--- src/rtl/pipelined_adder_tree.sv ---
// pipelined_adder_tree
//
// Pipelined signed adder tree. It sums NUM_OPS two's-complement operands of
// WIDTH bits each. Level k adds adjacent pairs from level k-1 at WIDTH+k bits,
// so no intermediate result is ever truncated. There is one register stage
// per level. The last stage registers the WIDTH-bit result and an overflow
// flag. That result is either wrapped or saturated to the signed WIDTH range,
// depending on SATURATE.
//
// Handshake (both sides): a transfer happens on a rising clk edge where valid
// and ready are both high. A producer holds valid and data stable until that
// edge. Ready never depends on valid on the same side. in_ready is a function
// only of the stage valid bits and out_ready.
//
// Ports:
//   clk        rising-edge clock
//   rst        asynchronous, active-high reset
//   in_valid   operand vector valid
//   in_ready   block can accept an operand vector this cycle
//   in_data    operand i at bits [i*WIDTH +: WIDTH]
//   out_valid  result valid
//   out_ready  downstream accepts the result
//   out_data   signed sum, wrapped or saturated
//   out_ovf    full-precision sum fell outside the signed WIDTH range
//   busy       at least one stage holds a valid entry

module pipelined_adder_tree #(
    parameter int WIDTH    = 32,
    parameter int NUM_OPS  = 4,
    parameter int SATURATE = 0
) (
    input  logic                     clk,
    input  logic                     rst,
    input  logic                     in_valid,
    output logic                     in_ready,
    input  logic [NUM_OPS*WIDTH-1:0] in_data,
    output logic                     out_valid,
    input  logic                     out_ready,
    output logic [WIDTH-1:0]         out_data,
    output logic                     out_ovf,
    output logic                     busy
);

    // One pipeline stage per tree level. Missing operands are zero-padded up
    // to the next power of two.
    localparam int LEVELS = $clog2(NUM_OPS);
    localparam int PAD    = 1 << LEVELS;
    localparam int SW     = WIDTH + LEVELS;

    // Stage i (0-based) holds the level i+1 partial sums. Stage LEVELS-1 is
    // the output register.
    logic [LEVELS-1:0] vld_q;
    logic [LEVELS-1:0] vld_d;
    logic [LEVELS-1:0] up_vld;
    logic [LEVELS-1:0] rdy;
    logic [LEVELS-1:0] load;

    // Upstream valid for each stage: in_valid feeds stage 0, and stage i-1
    // feeds stage i.
    assign up_vld = LEVELS'({vld_q, in_valid});

    // A stage can take a new entry when either condition holds:
    //   - some stage at or after it is empty, so the chain ahead can shift;
    //   - the output is draining this cycle.
    // This lets bubbles collapse while the output is stalled.
    always_comb begin
        rdy = '0;
        for (int i = 0; i < LEVELS; i++) begin
            rdy[i] = out_ready;
            for (int j = i; j < LEVELS; j++) begin
                if (!vld_q[j]) begin
                    rdy[i] = 1'b1;
                end
            end
        end
    end

    assign load = rdy & up_vld;

    // When a stage is ready but its upstream is empty, it takes a bubble.
    always_comb begin
        vld_d = vld_q;
        for (int i = 0; i < LEVELS; i++) begin
            if (rdy[i]) begin
                vld_d[i] = up_vld[i];
            end
        end
    end

    always_ff @(posedge clk or posedge rst) begin
        if (rst) begin
            vld_q <= '0;
        end else begin
            vld_q <= vld_d;
        end
    end

    for (genvar k = 1; k <= LEVELS; k++) begin : g_lvl
        localparam int N  = PAD >> k;
        localparam int LW = WIDTH + k;

        logic signed [LW-2:0] src   [2*N];
        logic signed [LW-1:0] sum_d [N];

        if (k == 1) begin : g_leaf
            for (genvar i = 0; i < 2 * N; i++) begin : g_op
                if (i < NUM_OPS) begin : g_real
                    assign src[i] = in_data[i*WIDTH +: WIDTH];
                end else begin : g_zero
                    assign src[i] = '0;
                end
            end
        end else begin : g_inner
            assign src = g_lvl[k-1].g_reg.sum_q;
        end

        // Sign-extend both addends by one bit so the pair sum cannot overflow.
        for (genvar j = 0; j < N; j++) begin : g_add
            assign sum_d[j] = {src[2*j][LW-2], src[2*j]}
                            + {src[2*j+1][LW-2], src[2*j+1]};
        end

        // The last level is not stored at full width. The output register
        // below captures it after wrap or saturate.
        if (k < LEVELS) begin : g_reg
            logic signed [LW-1:0] sum_q [N];

            always_ff @(posedge clk or posedge rst) begin
                if (rst) begin
                    for (int j = 0; j < N; j++) begin
                        sum_q[j] <= '0;
                    end
                end else if (load[k-1]) begin
                    for (int j = 0; j < N; j++) begin
                        sum_q[j] <= sum_d[j];
                    end
                end
            end
        end
    end

    logic [SW-1:0]     root;
    logic [SW-WIDTH:0] top_bits;
    logic              ovf_d;
    logic [WIDTH-1:0]  sat_val;
    logic [WIDTH-1:0]  out_data_d;
    logic [WIDTH-1:0]  out_data_q;
    logic              out_ovf_q;

    assign root = g_lvl[LEVELS].sum_d[0];

    // The sum fits in WIDTH signed bits exactly when bits [SW-1:WIDTH-1] are
    // all copies of the sign bit.
    assign top_bits = root[SW-1:WIDTH-1];
    assign ovf_d    = !((&top_bits) || !(|top_bits));
    assign sat_val  = root[SW-1] ? {1'b1, {(WIDTH-1){1'b0}}}
                                 : {1'b0, {(WIDTH-1){1'b1}}};

    always_comb begin
        out_data_d = root[WIDTH-1:0];
        if ((SATURATE != 0) && ovf_d) begin
            out_data_d = sat_val;
        end
    end

    always_ff @(posedge clk or posedge rst) begin
        if (rst) begin
            out_data_q <= '0;
            out_ovf_q  <= 1'b0;
        end else if (load[LEVELS-1]) begin
            out_data_q <= out_data_d;
            out_ovf_q  <= ovf_d;
        end
    end

    assign in_ready  = rdy[0];
    assign out_valid = vld_q[LEVELS-1];
    assign out_data  = out_data_q;
    assign out_ovf   = out_ovf_q;
    assign busy      = |vld_q;

endmodule

--- config.mk ---
export PLATFORM = sky130hd
export DESIGN_NAME = pipelined_adder_tree
export DESIGN_NICKNAME = d
export VERILOG_FILES = /design/src/rtl/pipelined_adder_tree.sv
export SDC_FILE = /design/constraint.sdc
export NUM_CORES = 1
export LEC_CHECK = 0
export ABC_AREA = 1
export CAP_MARGIN = 10
export CORE_MARGIN = 8
export CORE_UTILIZATION = 35
export CTS_CLUSTER_SIZE = 30
export DETAILED_ROUTE_END_ITERATION = 12
export PLACE_DENSITY = 0.59
export SETUP_SLACK_MARGIN = 0.5
export SYNTH_ARGS = -nofsm -noshare
export SYNTH_HDL_FRONTEND = slang
export SYNTH_SLANG_ARGS = --single-unit
--- constraint.sdc ---
create_clock -name clk -period 7.3 [get_ports clk]
set_input_delay 1.46 -clock clk [delete_from_list [all_inputs] [get_ports clk]]
set_output_delay 1.46 -clock clk [all_outputs]
set_load 0.02 [all_outputs]
# Word level (Yosys, flattened, before mapping)
# Cells that the tools add are included.
# word_totals
reg_bits	101
inputBits	132
out_inout_bits	36
# op_classes
add_sub_neg	3
muxes	3
n_bitwise	1
reduce_logical	6
# op_table
op	count
$add A32 B32 Y33	2
$add A33 B33 Y34	1
$mux W1	3
$reduce_and A3 Y1	1
$reduce_or A3 Y1	1
$and A2 B2 Y2	1
$logic_not A1 Y1	2
$reduce_or A2 Y1	1
$logic_or A1 B1 Y1	1

# Logic depth before layout (Yosys ltp)
# Gate-level depths: netlist of the first run.
# logic_depth
ltp_word	5
depth_mapped	17
mapped_depth_nobuf	17

# Worst setup path after synthesis of the first run
# Ideal clock, no wire load.
# synth_path
kind	input to register
start	input port in_data[0]
end	register g_lvl[1].g_reg.sum_q[51] (netlist bit)
setup_ns	0.118
arrival_ns	3.067
required_ns	7.182
slack_ns	4.115
cell_stages	15
n_path_buf	0
path_cell_list	ha_1 fa_1 nand3_1 nand3_2 nand2_1 nand2_1 nand2_1 nand2_1 nand2_1 nand2_1 nand2_1 nand2_1 or2_1 nand3_1 nand2_1
# synth_via
elab_chain_len	1
# synth_lines
item	line	text
start: declaration	36	input logic [NUM_OPS*WIDTH-1:0] in_data,
$add A32 B32 Y33	120	+ {src[2*j+1][LW-2], src[2*j+1]};
end signal: indexed assignment	135	sum_q[j] <= sum_d[j];
end: declaration	126	logic signed [LW-1:0] sum_q [N];
# Every way passes these cells.
# A chain may end at the register's enable or synchronous reset.

# Final worst setup path of the first run
# layout_path
start	input port out_ready
end	output port in_ready
# layout_via
elab_chain_len	2
# layout_lines
item	line	text
start: declaration	38	input logic out_ready,
$mux W1 (2 in series)	71	if (!vld_q[j]) begin
end: declaration	35	output logic in_ready,
# Every way passes these cells.

==> results by stage, run 1 <==
Floorplanning:
- The number of top-level pins is 168.
- The die covers approximately 33000 sq um.
- The die outline width is 181 um.
- Once the floorplan was initialized, standard cells occupied around 35% of the core.
- After floorplanning, the core was divided into 60 placement rows.
- From bottom edge to top edge, the die measures approximately 180 um.
- The core region is 26900 sq um.

Global routing:
- For this run the aggregate overflow at the end of global routing stands at 0.
- The first global-routing pass estimated between 40000 and 50000 um of wire.
- The number of global-route vias before repair is 9727.
- The number of antenna violations at the first check in global routing was 0.
- Entering global routing, the biggest net connects 75 pins.
- The global-route usage over all layers is 18.3%.

Layout:
- The repair_antennas step left the layout with diodes totalling 0.
- The area of combinational cells with multiple inputs is about 6400 sq um.
- In the final design database the tool counted around 1800 nets.
- The synthesis-to-finish area growth is 24.4%.
- The register cell area after layout is 2530 sq um.
- The count of filler cells inserted in the layout is ~2800.
- The layout cell share with drive strength beyond 1 is roughly 4.5%.

Worst setup path:
- For the worst setup path, the data arrival time is approximately 2.8 ns.
- The endpoint identified for the worst register-to-register timing path is g_lvl[1].g_reg.sum_q[20].
- Along the worst path, the maximum fanout reaches 3.
- STA classifies the critical path endpoint as an output port.
- The start-to-end type of the worst setup path is input pin to output port.
- The endpoint of the worst setup timing path is in_ready.
- For the worst flop-to-flop path, the logic depth is 7.
- The critical path launch point is out_ready.
- The data required time of the critical path is about 5.8 ns.
- STA classifies the critical path startpoint as an input pin.
- The startpoint identified for the worst register-to-register timing path is vld_q[0].
- The minimum setup slack among reg-to-reg paths is between 4 and 5 ns.

Synthesis:
- The post-synthesis cell type with the largest combined area is dfrtp_1.
- Ranked by total cell area, the synthesized netlist is headed by dfrtp_1, nand2_1, ha_1.
- The fraction of post-synthesis cell area in the top cell type by area is 26.5%.
- The primary flip-flop cell chosen by synthesis mapping is dfrtp_1.
- In this run, distinct cell masters in the synthesized netlist total 45.
- The post-synth design cell area is about 9500 sq um.
- Synthesis inferred 101 register bits.
- By count the netlist is led by nand2_1, inv_1, nor2_1.
- The most common cell in the synthesized netlist is nand2_1.
- The post-synthesis instance total is 1438.
- The fraction of registers with async set or reset after synthesis is 100%.
- Summing the sequential cell areas from Yosys gives between 20% and 30% of the chip area.
- The per-instance average area after synthesis is 6.63 sq um.
- The number of warnings printed during yosys synthesis is 0.
- The number of flops mapped to enable cells by yosys is 0.
- The post-synth net total is around 1700.

Timing:
- Measured against its own limit, the worst slew margin works out to between 40% and 50%.
- The smallest hold slack is 0.483 ns.
- The final hold violation count is 0.
- The routed design could run at a clock period as short as 4.22 ns.
- Static timing analysis puts the maximum clock frequency at between 0.2 and 0.25 GHz.
- The clock tree skew after final layout is ~0.0098 ns.
- The number of setup violations in the final report is 0.
- Summed over all failing endpoints, the final setup total negative slack is 0 ns.
- The post-route clock period utilization is roughly 58%.
- The total count of max-transition violations in the final report came to 0.
- Setup repair after global routing left no endpoint under its margin.
- At the pin with the least slew margin, the transition time is 0.882 ns.

CTS:
- The buffer depth of the longest clock path is 2.
- The clock insertion delay at the later pin of the skew report is 0.36 ns.
- The number of buffers inserted for hold repair after clock tree synthesis is 0.
- The CTS tree is yes.
- In this run, post-CTS repair resized a total of 0 instances.
- Clock-pin slew was measured on the worst setup and hold paths at 0.07 ns.
- The clock tree root driver cell is clkbuf_16.
- The number of clock buffers inserted by TritonCTS is 9.
- The clock drives between 100 and 150 sinks.
- The level count of the clock H-tree is 3.
- The number of buffers added for setup after CTS is 0.

Detailed routing:
- The first TritonRoute pass finished after 5 iterations.
- The detailed router finished its first iteration with approximately 680 violations.
- The final layout contains routed wiring with a total length of 29900 um.
- The final route contains around 9800 vias.
- For this run, design rule violations remaining after detail routing come to 0.
- After detailed routing, the average wire length per cell comes to roughly 15 um.
- The remaining number of nets flagged by the antenna check after routing is 0.
- After detailed routing, the number of vias per cell comes to 5.03.

Pwr:
- The total leakage power is between 5 and 6 nW.
- The design draws 3.13 mW.
- Dividing total power by cell area gives a power density of about 260 nW/um^2.
- VDD sags by at most 0.128 mV.

Hold path:
- The class of the tightest hold or removal check is flip-flop to flip-flop.
- The worst hold path startpoint is out_data[1].

Place:
- Detailed placement ended at an HPWL of about 25000 um.
- The routability congestion estimate is 0.926.
- In this run the tool buffered the top-level ports with around 170 buffer cells.

Status:
- The run finished with clean final reports.

Job:
- The number of max-cap violations is 0.
## metrics by stage
| step | instances | setup WS [ns] | utilization (%) | area (sq um) |
|---|---|---|---|---|
| floorplan | 1438 | 3.19 | - | 9530 |
| global placement | 1929 | 3.09 | 43.1 | 11600 |
| detailed placement | 1929 | 3.02 | 43.1 | 11600 |
| CTS | 1944 | 3.08 | 44.1 | 11900 |
| global route | 1944 | 3.04 | 44.1 | 11900 |
| finish | 1944 | 3.08 | 44.1 | 11900 |
## cell usage in the layout (no fill, tap or decap), drive strengths merged, types with 2 or more instances in the layout
cell type | netlist | routed
xor2 | 16 | 16
or2 | 16 | 16
nand2 | 460 | 460
a21boi | 2 | 2
o21a | 4 | 4
o21ai | 99 | 99
buf | 6 | 4
ha | 97 | 97
nor2 | 134 | 134
nand2b | 3 | 3
nand3b | 5 | 5
and3 | 2 | 2
nand4 | 15 | 15
fa | 3 | 3
a31o | 2 | 2
clkdlybuf4s50 | 0 | 167
xnor2 | 31 | 31
clkinvlp | 0 | 2
a21oi | 123 | 123
a21o | 7 | 7
dfrtp | 101 | 101
nor3 | 19 | 19
nand3 | 89 | 89
clkbuf | 15 | 9
inv | 143 | 147
nor4 | 3 | 3
a31oi | 21 | 21
o21bai | 16 | 16
a211oi | 2 | 2
## worst min path at each step
stage | to | slack [ns] | cells after the start
finish | out_data[1] | 0.48 | 2
global route | out_data[14] | 0.49 | 2
CTS | out_data[14] | 0.49 | 2
detailed placement | out_data[1] | 0.47 | 2
global placement | out_data[1] | 0.47 | 2
floorplan | g_lvl[1].g_reg.sum_q[33] | 0.45 | 2
## layout make-up
| type | count | share of cell area [%] |
|---|---|---|
| multi-input combinational | 1172 | 53.8 |
| clock inverter | 6 | 0.464 |
| timing repair buffer | 171 | 14.3 |
| clock buffer | 9 | 1.90 |
| inverter | 144 | 4.58 |
| sequential | 101 | 21.3 |
| tap | 341 | 3.60 |
## routing by layer
metal | part of all wire [%] | global-route usage, %
met5 | 0 | 0
met4 | 0.92 | 3.38
met3 | 4.9 | 2.71
met2 | 43 | 29.2
met1 | 51 | 25.9
## power breakdown
| part | total (mW) | switching (mW) | leakage, nW | internal [mW] |
|---|---|---|---|---|
| logic | 1.80 | 1.08 | 4.34 | 0.720 |
| clock network | 0.470 | 0.233 | 0.132 | 0.237 |
| registers | 0.862 | 0.128 | 1.21 | 0.735 |
## registers in the layout, indices dropped and copies added (netlist names)
register           cells
out_data              32
g_lvl.g_reg.sum_q     66
out_ovf                1
vld_q                  2
## kinds of logic after synthesis
logic type	share of synthesized area, %
adders and majority gates	13.4
DFF	26.5
and+or+nand+nor	33.0
buffers and inverters	6.56
AOI/OAI and AO/OA	16.3
xor gates and xnor gates	4.32
## worst max-delay path, stage by stage
cell and delay, ns:
clkdlybuf4s50_1 0.46, inv_1 0.05, nand3_1 0.15, clkdlybuf4s50_1 0.64
No activity file was read; power rests on OpenSTA's default activity.
==> run 2: changes to the inputs <==
clock period = 4 ns   (was 7.3 ns; I/O delays follow)
==> run 2 against run 1 <==
Global-route usage increased by 0.083 points. Via count increased by 0.34%. Total power increased by 82%. Hold slack improved by 0.00077 ns. Largest power group unchanged. Cell count increased by 0.10%. Worst setup slack got worse by 2.0 ns. Largest cell class unchanged. Routed wire length increased by 0.12%. Sequential share of layout area decreased by 0.067 points. Core utilization increased by 0.14 points. First-iteration DRC count increased by 0.29%. Sequential power increased by 83%. Clock-buffer cell count increased by 1.
==> results by stage, run 2 (synthesis results as in run 1) <==
Timing:
- The normalized max-slew margin is 51.1% (+9.9 points).
- The clock tree skew after final layout is 0.00824 ns (-0.00153 ns).
- The number of setup violations in the final report was 0 (unchanged).
- The slew of the pin with the lowest slew margin was 0.734 ns (-0.149 ns).
- Setup repair after global routing left no endpoint under its margin.
- Timing would allow up to between 0.3 and 0.4 GHz.
- The post-route clock period utilization is 72.2%.
- The shortest clock period the worst path allows after layout is around 2.9 ns.
- The total count of max-transition violations in the final report is 0 (unchanged).
- The final hold violation count is 0 (unchanged).
- The setup total negative slack was 0 ns (unchanged).

Global routing:
- The wire length of the first global-routing pass is 49500 um (+0.43%).
- The met3 capacity usage during global routing was 3.53% (+0.82 points).
- The maximum number of pins on one net before global-route repair was 74 (-1.3%).
- The number of global-route vias before repair was 9803 (+0.78%).
- The global-route usage over all layers is 18.4% (+0.083 points).
- The number of antenna violations at the first check in global routing is 0 (unchanged).
- The global routing stage identified its most utilized layer as met2.
- The total global routing overflow was 0 (unchanged).
- The met1 layer usage reported by global route is 24.4% (-1.5 points).
- The met2 layer usage reported by global route is 30.2% (+0.95 points).

Layout:
- The library cell used most frequently in the layout, excluding fill and tap cells, is nand2_1.
- Compared with the post-synthesis result, the final layout area differs by 24.8%.
- The register bank with the most flops is g_lvl.g_reg.sum_q.
- The antenna diode count came to 0 (unchanged).
- The layout cell share with drive strength beyond 1 is 4.55% (+0.057 points).
- The final cell area excluding filler cells is 11900 sq um (+0.32%).
- The flip-flop count of the largest register after layout is 66 (unchanged).
- The total number of nets in the final design is 1832 (+0.055%).
- In the layout the commonest cells are nand2_1, clkdlybuf4s50_1, inv_1, nor2_1, a21oi_1.

Job:
- The number of max-cap violations came to 0 (unchanged).

CTS:
- TritonCTS built the clock tree.
- The number of clock buffers inserted by TritonCTS is 9 (unchanged).
- The number of buffers inserted for hold repair after clock tree synthesis is 0 (unchanged).
- The buffer depth of the longest clock path is 2 (unchanged).
- The number of gates resized after cts was 0 (unchanged).
- The level count of the clock H-tree is 3 (unchanged).
- The clock tree root driver cell is clkbuf_16.
- The clock sink count is 101 (unchanged).
- The clock insertion delay at the later pin of the skew report is 0.35 ns (about the same).
- The clock-pin transition on the worst setup and hold timing paths came to 0.07 ns (about the same).
- The number of buffers added for setup after CTS is 0 (unchanged).

Place:
- The routability congestion estimate is 0.936 (+1.1%).
- The count of buffers from port buffering is 167 (unchanged).
- The standard cell area after detailed placement came to 11600 sq um (+0.28%).
- The detailed placement HPWL came to 25600 um (+0.52%).

Pwr:
- The power share of the sequential group is 27.8% (+0.2 points).
- The total leakage power came to 5.70 nW (+0.32%).
- The maximum ir drop on the vdd rail is 0.240 mV (+88%).
- The post-layout total power came to 5.69 mW (+82%).
- The power density of the placed cells is 478 nW/um^2 (+81%).
- The switching power of the nets is 2.59 mW (+81%).
- The switching part of the total is 45.6% (-0.29 points).
- The fraction of power consumed by the clock network was 14.9% (about the same).
- The cell-internal power is 3.09 mW (+83%).
- The part of the power in combinational logic was 57.3% (about the same).

Detailed routing:
- The remaining number of nets flagged by the antenna check after routing is 0 (unchanged).
- The wire length reported by the detailed router is 30000 um (+0.12%).
- The total DRC errors in the routed layout is 0 (unchanged).
- The detailed-route wire length per cell is 15.4 um (about the same).
- The DRC violation total after the first TritonRoute iteration is 680 (+0.29%).
- The via count is 9818 (+0.34%).
- The detailed-router iteration count before antenna repair is 6 (+1).
- The mean number of vias per cell came to 5.05 (+0.23%).

Floorplanning:
- The die outline height was 181 um (unchanged).
- The initial cell density of the core is 35.5% (unchanged).
- The total core area was 26900 sq um (unchanged).
- The die outline width is 181 um (unchanged).
- The overall die area is 32800 sq um (unchanged).
- The number of rows created at floorplan is 60 (unchanged).
- The number of top-level pins is 168 (unchanged).

Worst setup path:
- The kind of end point of the critical path is an output port.
- The critical path is of the input pin to output port type.
- The startpoint class of the critical path is an input pin.
- The maximum net fanout on the critical path is 3 (unchanged).
- The most critical setup path has its startpoint at out_ready.
- The data required time of the critical path came to 3.20 ns (-2.64 ns).
- The endpoint arrival time on the critical path came to 2.09 ns (-0.67 ns).
- The worst reg2reg path startpoint is g_lvl[1].g_reg.sum_q[0].

Status:
- The run finished with clean final reports.

Hold path:
- The path class of the tightest hold or removal check is flip-flop to flip-flop.
- The worst hold path begins at out_data[22].
run 2: power groups by stage:
stage                     Clock, mW  Sequential [mW]  Combinational (mW)
after global placement            0             1.60                3.24
after CTS                     0.869             1.59                3.28
after global routing          0.911             1.62                3.67
after detailed placement          0             1.61                3.27
final                         0.846             1.58                3.26
after floorplan                   0             1.71                1.98
run 2: final timing paths:
| check | to | slack, ns | cells past startpoint |
|---|---|---|---|
| worst max-delay path | in_ready | 1.11 | 4 |
| worst min-delay path | out_data[22] | 0.48 | 2 |
| worst max register to register | out_data[24] | 1.72 | 12 |
| worst min register to register | out_data[22] | 0.48 | 2 |
| max in group asynchronous | g_lvl[1].g_reg.sum_q[25] | 2.41 | 3 |
| min in group asynchronous | g_lvl[1].g_reg.sum_q[1] | 0.89 | 2 |
run 2: final cells by class:
cell class                      instances  area [sq um]
Fill cell                            2854         15000
Multi-Input combinational cell       1172          6380
Sequential cell                       101          2530
Timing Repair Buffer                  172          1730
Inverter                              144           543
Tap cell                              341           427
Clock buffer                           10           229
Clock inverter                          6          56.3
run 2: critical path: stages:
cell and delay (ns):
clkdlybuf4s50_1 0.46, inv_1 0.05, nand3_1 0.14, clkdlybuf4s50_1 0.64
run 2: metal layers:
| metal | share of wire [%] | vias up |
|---|---|---|
| met3 | 5.4 | 29 |
| met4 | 1.9 | 0 |
| li1 | - | 5089 |
| met5 | 0 | - |
| met2 | 45 | 251 |
| met1 | 48 | 4449 |
run 2: metrics by stage:
step | cells | util, % | worst slack (ns) | hold slack (ns)
global route | 1946 | 44.3 | 0.946 | 0.506
floorplan | 1438 | - | 0.553 | 0.453
finish | 1946 | 44.3 | 1.11 | 0.484
CTS | 1946 | 44.3 | 1.10 | 0.489
global placement | 1930 | 43.2 | 0.808 | 0.463
detailed placement | 1930 | 43.2 | 0.748 | 0.470
